### config.mk
export PLATFORM = sky130hd
export DESIGN_NAME = sram_port_arbiter_flat
export DESIGN_NICKNAME = d
export VERILOG_FILES = /design/src/rtl/sram_port_arbiter_if.sv /design/src/rtl/sram_port_arbiter.sv /design/src/flat_wrapper.sv
export SDC_FILE = /design/constraint.sdc
export NUM_CORES = 1
export LEC_CHECK = 0
export ABC_AREA = 1
export BUFFER_PORTS_ARGS = -buffer_cell sky130_fd_sc_hd__buf_2
export CAP_MARGIN = 10
export CORE_AREA = 2 2 103 105
export DETAILED_ROUTE_END_ITERATION = 10
export DIE_AREA = 0 0 105 107
export HOLD_SLACK_MARGIN = 0.08
export PLACE_DENSITY = 0.48
export SYNTH_ARGS = -nofsm -noshare
export SYNTH_HDL_FRONTEND = slang
export SYNTH_SLANG_ARGS = --single-unit
### constraint.sdc
create_clock -name clk -period 3.15 [get_ports clk]
set_input_delay 0.4725 -clock clk [delete_from_list [all_inputs] [get_ports clk]]
set_output_delay 0.4725 -clock clk [all_outputs]
set_load 0.05 [all_outputs]
### src/rtl/sram_port_arbiter_if.sv
// Purpose: bundles the I-port, D-port and SRAM-side signals of the shared SRAM arbiter.
// Latency: none (wiring only).
// Backpressure: req is held until ack; no backpressure exists on read data.
// Modports: slave = arbiter side (takes requests, drives the SRAM); master = core/SRAM side.
interface sram_port_arbiter_if #(
    parameter int ADDR_W = 32,
    parameter int DATA_W = 32
);
    // Instruction-fetch port (read only)
    logic              i_req;
    logic [ADDR_W-1:0] i_addr;
    logic              i_ack;
    logic              i_rvalid;
    logic [DATA_W-1:0] i_rdata;
    // Data port (load/store)
    logic              d_req;
    logic              d_we;
    logic [ADDR_W-1:0] d_addr;
    logic [DATA_W-1:0] d_wdata;
    logic              d_ack;
    logic              d_rvalid;
    logic [DATA_W-1:0] d_rdata;
    // Single-port synchronous SRAM
    logic              sram_en;
    logic              sram_we;
    logic [ADDR_W-1:0] sram_addr;
    logic [DATA_W-1:0] sram_wdata;
    logic [DATA_W-1:0] sram_rdata;

    modport slave (
        input  i_req, i_addr, d_req, d_we, d_addr, d_wdata, sram_rdata,
        output i_ack, i_rvalid, i_rdata, d_ack, d_rvalid, d_rdata,
               sram_en, sram_we, sram_addr, sram_wdata
    );

    modport master (
        output i_req, i_addr, d_req, d_we, d_addr, d_wdata, sram_rdata,
        input  i_ack, i_rvalid, i_rdata, d_ack, d_rvalid, d_rdata,
               sram_en, sram_we, sram_addr, sram_wdata
    );
endinterface

### src/rtl/sram_port_arbiter.sv
// Purpose: shares one single-port SRAM between the I (fetch) port and the D (load/store) port.
// Latency: issue in the request cycle when the port wins; read data one cycle after issue.
// Backpressure: a losing port holds req until ack; at most one access is issued per cycle.
// Ports: clk, reset (async, active-high), bus (sram_port_arbiter_if.slave: I/D request ports + SRAM side).
// Config macro SRAM_ARB_ROUND_ROBIN_EN: when defined, conflicts alternate via rr_ptr; otherwise D has
// fixed priority and I is forced through after MAX_WAIT lost cycles.
module sram_port_arbiter #(
    parameter int ADDR_W   = 32,
    parameter int DATA_W   = 32,
    parameter int MAX_WAIT = 4
) (
    input  logic                clk,
    input  logic                reset,
    sram_port_arbiter_if.slave  bus
);

    typedef enum logic [1:0] {
        RSP_NONE = 2'd0,
        RSP_I    = 2'd1,
        RSP_D    = 2'd2
    } rsp_t;

    rsp_t rsp;
    logic i_win;
    logic d_win;
    logic conflict;

`ifdef SRAM_ARB_ROUND_ROBIN_EN
    // 0 = I goes first on a conflict, 1 = D goes first
    logic rr_ptr;
`else
    localparam logic [3:0] MAX_WAIT_C = 4'(MAX_WAIT);
    logic [3:0] wait_cnt;
`endif

    always_comb begin
        conflict = bus.i_req && bus.d_req;
`ifdef SRAM_ARB_ROUND_ROBIN_EN
        i_win = bus.i_req && (!bus.d_req || !rr_ptr) && !reset;
`else
        i_win = bus.i_req && (!bus.d_req || (wait_cnt == MAX_WAIT_C)) && !reset;
`endif
        // D only wins when I did not; this also guarantees no ack without req
        d_win = bus.d_req && !i_win && !reset;
    end

    assign bus.i_ack      = i_win;
    assign bus.d_ack      = d_win;
    assign bus.sram_en    = i_win || d_win;
    assign bus.sram_we    = d_win && bus.d_we;
    assign bus.sram_addr  = i_win ? bus.i_addr : (d_win ? bus.d_addr : '0);
    assign bus.sram_wdata = (d_win && bus.d_we) ? bus.d_wdata : '0;

    // Read data is steered to the port that issued the read last cycle
    assign bus.i_rvalid = (rsp == RSP_I);
    assign bus.d_rvalid = (rsp == RSP_D);
    assign bus.i_rdata  = (rsp == RSP_I) ? bus.sram_rdata : '0;
    assign bus.d_rdata  = (rsp == RSP_D) ? bus.sram_rdata : '0;

    always_ff @(posedge clk or posedge reset) begin
        if (reset) begin
            rsp <= RSP_NONE;
`ifdef SRAM_ARB_ROUND_ROBIN_EN
            rr_ptr <= 1'b0;
`else
            wait_cnt <= 4'd0;
`endif
        end else begin
            if (i_win)
                rsp <= RSP_I;
            else if (d_win && !bus.d_we)
                rsp <= RSP_D;
            else
                rsp <= RSP_NONE;
`ifdef SRAM_ARB_ROUND_ROBIN_EN
            // Point at the loser: I won -> D next, D won -> I next
            if (conflict)
                rr_ptr <= i_win;
`else
            if (!bus.i_req || i_win)
                wait_cnt <= 4'd0;
            else if (wait_cnt != MAX_WAIT_C)
                wait_cnt <= wait_cnt + 4'd1;
`endif
        end
    end

`ifndef SRAM_ARB_ROUND_ROBIN_EN
    // conflict only steers the round-robin pointer
    logic unused_conflict;
    assign unused_conflict = conflict;
`endif

endmodule

### src/flat_wrapper.sv
// flat-port wrapper written by rule: the top's interface ports become plain ports
module sram_port_arbiter_flat 
#(
    parameter int ADDR_W   = 32,
    parameter int DATA_W   = 32,
    parameter int MAX_WAIT = 4
)
  (clk, reset, bus_i_req, bus_i_addr, bus_d_req, bus_d_we, bus_d_addr, bus_d_wdata, bus_sram_rdata, bus_i_ack, bus_i_rvalid, bus_i_rdata, bus_d_ack, bus_d_rvalid, bus_d_rdata, bus_sram_en, bus_sram_we, bus_sram_addr, bus_sram_wdata);
  sram_port_arbiter_if #(.ADDR_W(ADDR_W), .DATA_W(DATA_W)) bus_i ();
  input  logic clk;
  input  logic reset;
  input wire logic [$bits(bus_i.i_req)-1:0] bus_i_req;
  input wire logic [$bits(bus_i.i_addr)-1:0] bus_i_addr;
  input wire logic [$bits(bus_i.d_req)-1:0] bus_d_req;
  input wire logic [$bits(bus_i.d_we)-1:0] bus_d_we;
  input wire logic [$bits(bus_i.d_addr)-1:0] bus_d_addr;
  input wire logic [$bits(bus_i.d_wdata)-1:0] bus_d_wdata;
  input wire logic [$bits(bus_i.sram_rdata)-1:0] bus_sram_rdata;
  output wire logic [$bits(bus_i.i_ack)-1:0] bus_i_ack;
  output wire logic [$bits(bus_i.i_rvalid)-1:0] bus_i_rvalid;
  output wire logic [$bits(bus_i.i_rdata)-1:0] bus_i_rdata;
  output wire logic [$bits(bus_i.d_ack)-1:0] bus_d_ack;
  output wire logic [$bits(bus_i.d_rvalid)-1:0] bus_d_rvalid;
  output wire logic [$bits(bus_i.d_rdata)-1:0] bus_d_rdata;
  output wire logic [$bits(bus_i.sram_en)-1:0] bus_sram_en;
  output wire logic [$bits(bus_i.sram_we)-1:0] bus_sram_we;
  output wire logic [$bits(bus_i.sram_addr)-1:0] bus_sram_addr;
  output wire logic [$bits(bus_i.sram_wdata)-1:0] bus_sram_wdata;
  assign bus_i.i_req = bus_i_req;
  assign bus_i.i_addr = bus_i_addr;
  assign bus_i.d_req = bus_d_req;
  assign bus_i.d_we = bus_d_we;
  assign bus_i.d_addr = bus_d_addr;
  assign bus_i.d_wdata = bus_d_wdata;
  assign bus_i.sram_rdata = bus_sram_rdata;
  assign bus_i_ack = bus_i.i_ack;
  assign bus_i_rvalid = bus_i.i_rvalid;
  assign bus_i_rdata = bus_i.i_rdata;
  assign bus_d_ack = bus_i.d_ack;
  assign bus_d_rvalid = bus_i.d_rvalid;
  assign bus_d_rdata = bus_i.d_rdata;
  assign bus_sram_en = bus_i.sram_en;
  assign bus_sram_we = bus_i.sram_we;
  assign bus_sram_addr = bus_i.sram_addr;
  assign bus_sram_wdata = bus_i.sram_wdata;
  sram_port_arbiter #(.ADDR_W(ADDR_W), .DATA_W(DATA_W), .MAX_WAIT(MAX_WAIT)) u_core (.clk(clk), .reset(reset), .bus(bus_i));
endmodule
==> impl_results.md <==
- Cell chosen for the clock root: clkbuf_8
- Starting Density: 15.4%
- Kind of critical path: flop to primary output
- Number of diodes added for antenna fixing: 0
- Largest net degree at the start of global routing: 37
- Reported leakage power: 2.33 nW
- Fin crit share: 90.5%
- Post-CTS clock slew at the launch and capture registers of the worst setup and hold paths: 0.03 ns
- Result of the run: finished clean
- Routability congestion estimate from global placement: 0.738
- Row count: 37
- Required time at the endpoint of the critical path: 2.68 ns
- Synth-to-layout area growth: 93.0%
- Net count after synthesis: 458
- Max Clock Skew: 0.000155 ns
- Most instantiated library cell after synthesis: nor2_1
- Critical path startpoint category: flop
- Via count of the first global-routing pass: 2640
- Post-synth top flop: dfrtp_1
- Final Hold Fails: 0
- Clock latency at the later pin of the worst-skew pair: 0.22 ns
- Worst Setup Slack, final: 0.299 ns
- Transition at the pin with the smallest max-transition slack: 0.933 ns
- Post-cts hold buffer count: 0
- Mean instance size in the synthesized netlist: 4.80 um2
- Number of max-slew violations in the final report: 0
- Area share of the largest cell type after synthesis: 23.7%
- Count of mapped cells out of synthesis: 323
- Total of max-cap violations: 0
- Wire per inst: 10.9 um
- GRT Residual Overflow: 0
- Area of the core: 10100 um2
- Endpoint type of the worst setup path: primary output
- Most numerous cell types in the synthesized netlist: nor2_1 (98), inv_1 (77), nand2_1 (73)
- Final number of setup-violating endpoints: 0
- Post-route minimum period: 2.85 ns
- Share of the yosys chip area belonging to registers: 9.69%
- Headroom to the max-slew limit: 37.7%
- Critical path startpoint: u_core.wait_cnt[0]
- Top-Level Pins: 267
- Signal arrival time at the worst endpoint: 2.38 ns
- Total power: 0.000725 W
- Worst r2r src: u_core.wait_cnt[0]
- Count of input and output buffers: 266
- Hold Worst Slack: 0.226 ns
- Final WL: 7760 um
- Count of instances resized after the clock tree is built: 0
- Cell variety after synth: 19
- DRT antenna net count: 0
- Count of warnings emitted by yosys: 0
- Cell area after synthesis: 1550 um2
- Number of buffers on the longest clock path: 2
- FF+latch count, synth: 6
- Ratio of cells with drive above 1 in the final layout: 49.0%
- Initial antenna violation count: 0
- Wire length of the first global-routing pass: 12000 um
- GR Util All Layers: 12.6%
- Share of synthesized registers carrying an async set or reset: 100%
- Count of flip-flops with a built-in enable after synthesis: 0
- Setup bufs post-CTS: 0
- DRC violation total after the first TritonRoute iteration: 204
- TritonCTS clock tree: done
- Unrepaired setup endpoints after global routing: false
- Total negative slack for setup checks: 0 ns
- Number of DRC violations after detailed routing: 0
- Number of clock sinks seen by CTS: 6
- Worst slack, placed: 0.531 ns
- Die X-Extent: 105 um
- Largest cells by area after synthesis: nor2_1 (24%), inv_1 (19%), nand2_1 (18%)
- Final Core Density: 29.6%
- Via count: 2769
- Highest net fanout along the worst path: 36
- Number of optimization iterations in the first detailed-route pass: 5
- Height of the chip: 107 um
- Die area: 11200 um2
- Yosys top cell by area: nor2_1
- HP Class: primary input to async pin
- Final #Nets: 715
- Max Freq: 351 MHz
- Total clock buffers created by CTS: 3
- Via count normalized by instance count: 3.88
- Number of levels the H-tree was split into: 1
- Power per cell area: 242 nW/um2
- DPL Wire Length: 6850 um
- Maximum ir drop on the vdd rail: 0.0956 mV
-- sequential cells by signal, indices dropped and copies added, names as in the netlist --
name and cells:
u_core.rsp 2, u_core.wait_cnt 4
-- worst max-delay path, cell delays in order (launching register included) --
cell     delay, ns
dfrtp_1       0.40
inv_1         0.08
ha_1          0.25
nand3_4       0.14
nand2_1       0.10
nand2_4       0.28
nand3_4       0.37
nor2_1        0.22
buf_2         0.30
-- where the power goes --
part | total [W] | internal [W] | switching (W)
clock network | 0.000111 | 0.0000818 | 0.0000296
logic | 0.000523 | 0.000145 | 0.000378
registers | 0.0000916 | 0.0000837 | 0.00000788
-- final timing paths --
check	end	cells past startpoint	slack (ns)
max	bus_sram_wdata[3]	8	0.30
min	u_core.wait_cnt[0]	2	0.23
max reg2reg	u_core.rsp[1]	7	1.42
min reg2reg	u_core.wait_cnt[3]	3	0.61
max in group asynchronous	u_core.rsp[1]	2	2.70
min in group clk	u_core.rsp[0]	2	0.49
-- kinds of logic after synthesis --
family                     synth area share (%)
and+or+nand+nor                            59.6
AOI/OAI and AO/OA                          1.37
DFF                                        9.68
buffers and inverters                      27.1
xor gates and xnor gates                  0.565
adders and majority gates                  1.61
-- layout make-up --
class / instances / area (um2)
fill: 1175 / 7100
timing repair buffer: 270 / 1360
multi-input combinational: 222 / 980
inverter: 77 / 289
tap: 136 / 170
sequential: 6 / 150
clock buffer: 3 / 41.3
-- stage by stage --
step                cell area [um2]  cells
floorplan                      1550    323
global placement               2950    711
detailed placement             2950    711
CTS                            2990    714
global route                   2990    714
finish                         2990    714
-- placed cells by master (no fill, tap or decap) --
master	Yosys	routed
buf_2	3	266
nor2_1	98	98
inv_1	77	77
nand2_1	73	73
nand3_1	34	34
dfrtp_1	6	6
nor2_2	4	4
buf_4	2	4
clkbuf_8	0	3
nand3_4	2	2
nand2_4	2	2
nand4_1	2	2
ha_1	2	2
o21ai_0	1	1
xnor2_1	1	1
and2_1	1	1
a21oi_4	1	1
nor2_4	1	1
-- per-layer routing --
metal / GRT usage (%) / routed length, um
met3: 2.31 / 704
met1: 14.1 / 2990
met2: 24.9 / 4030
met4: 2.10 / 35
met5: 0 / 0
Note: power is estimated with default switching activity, not from simulation.
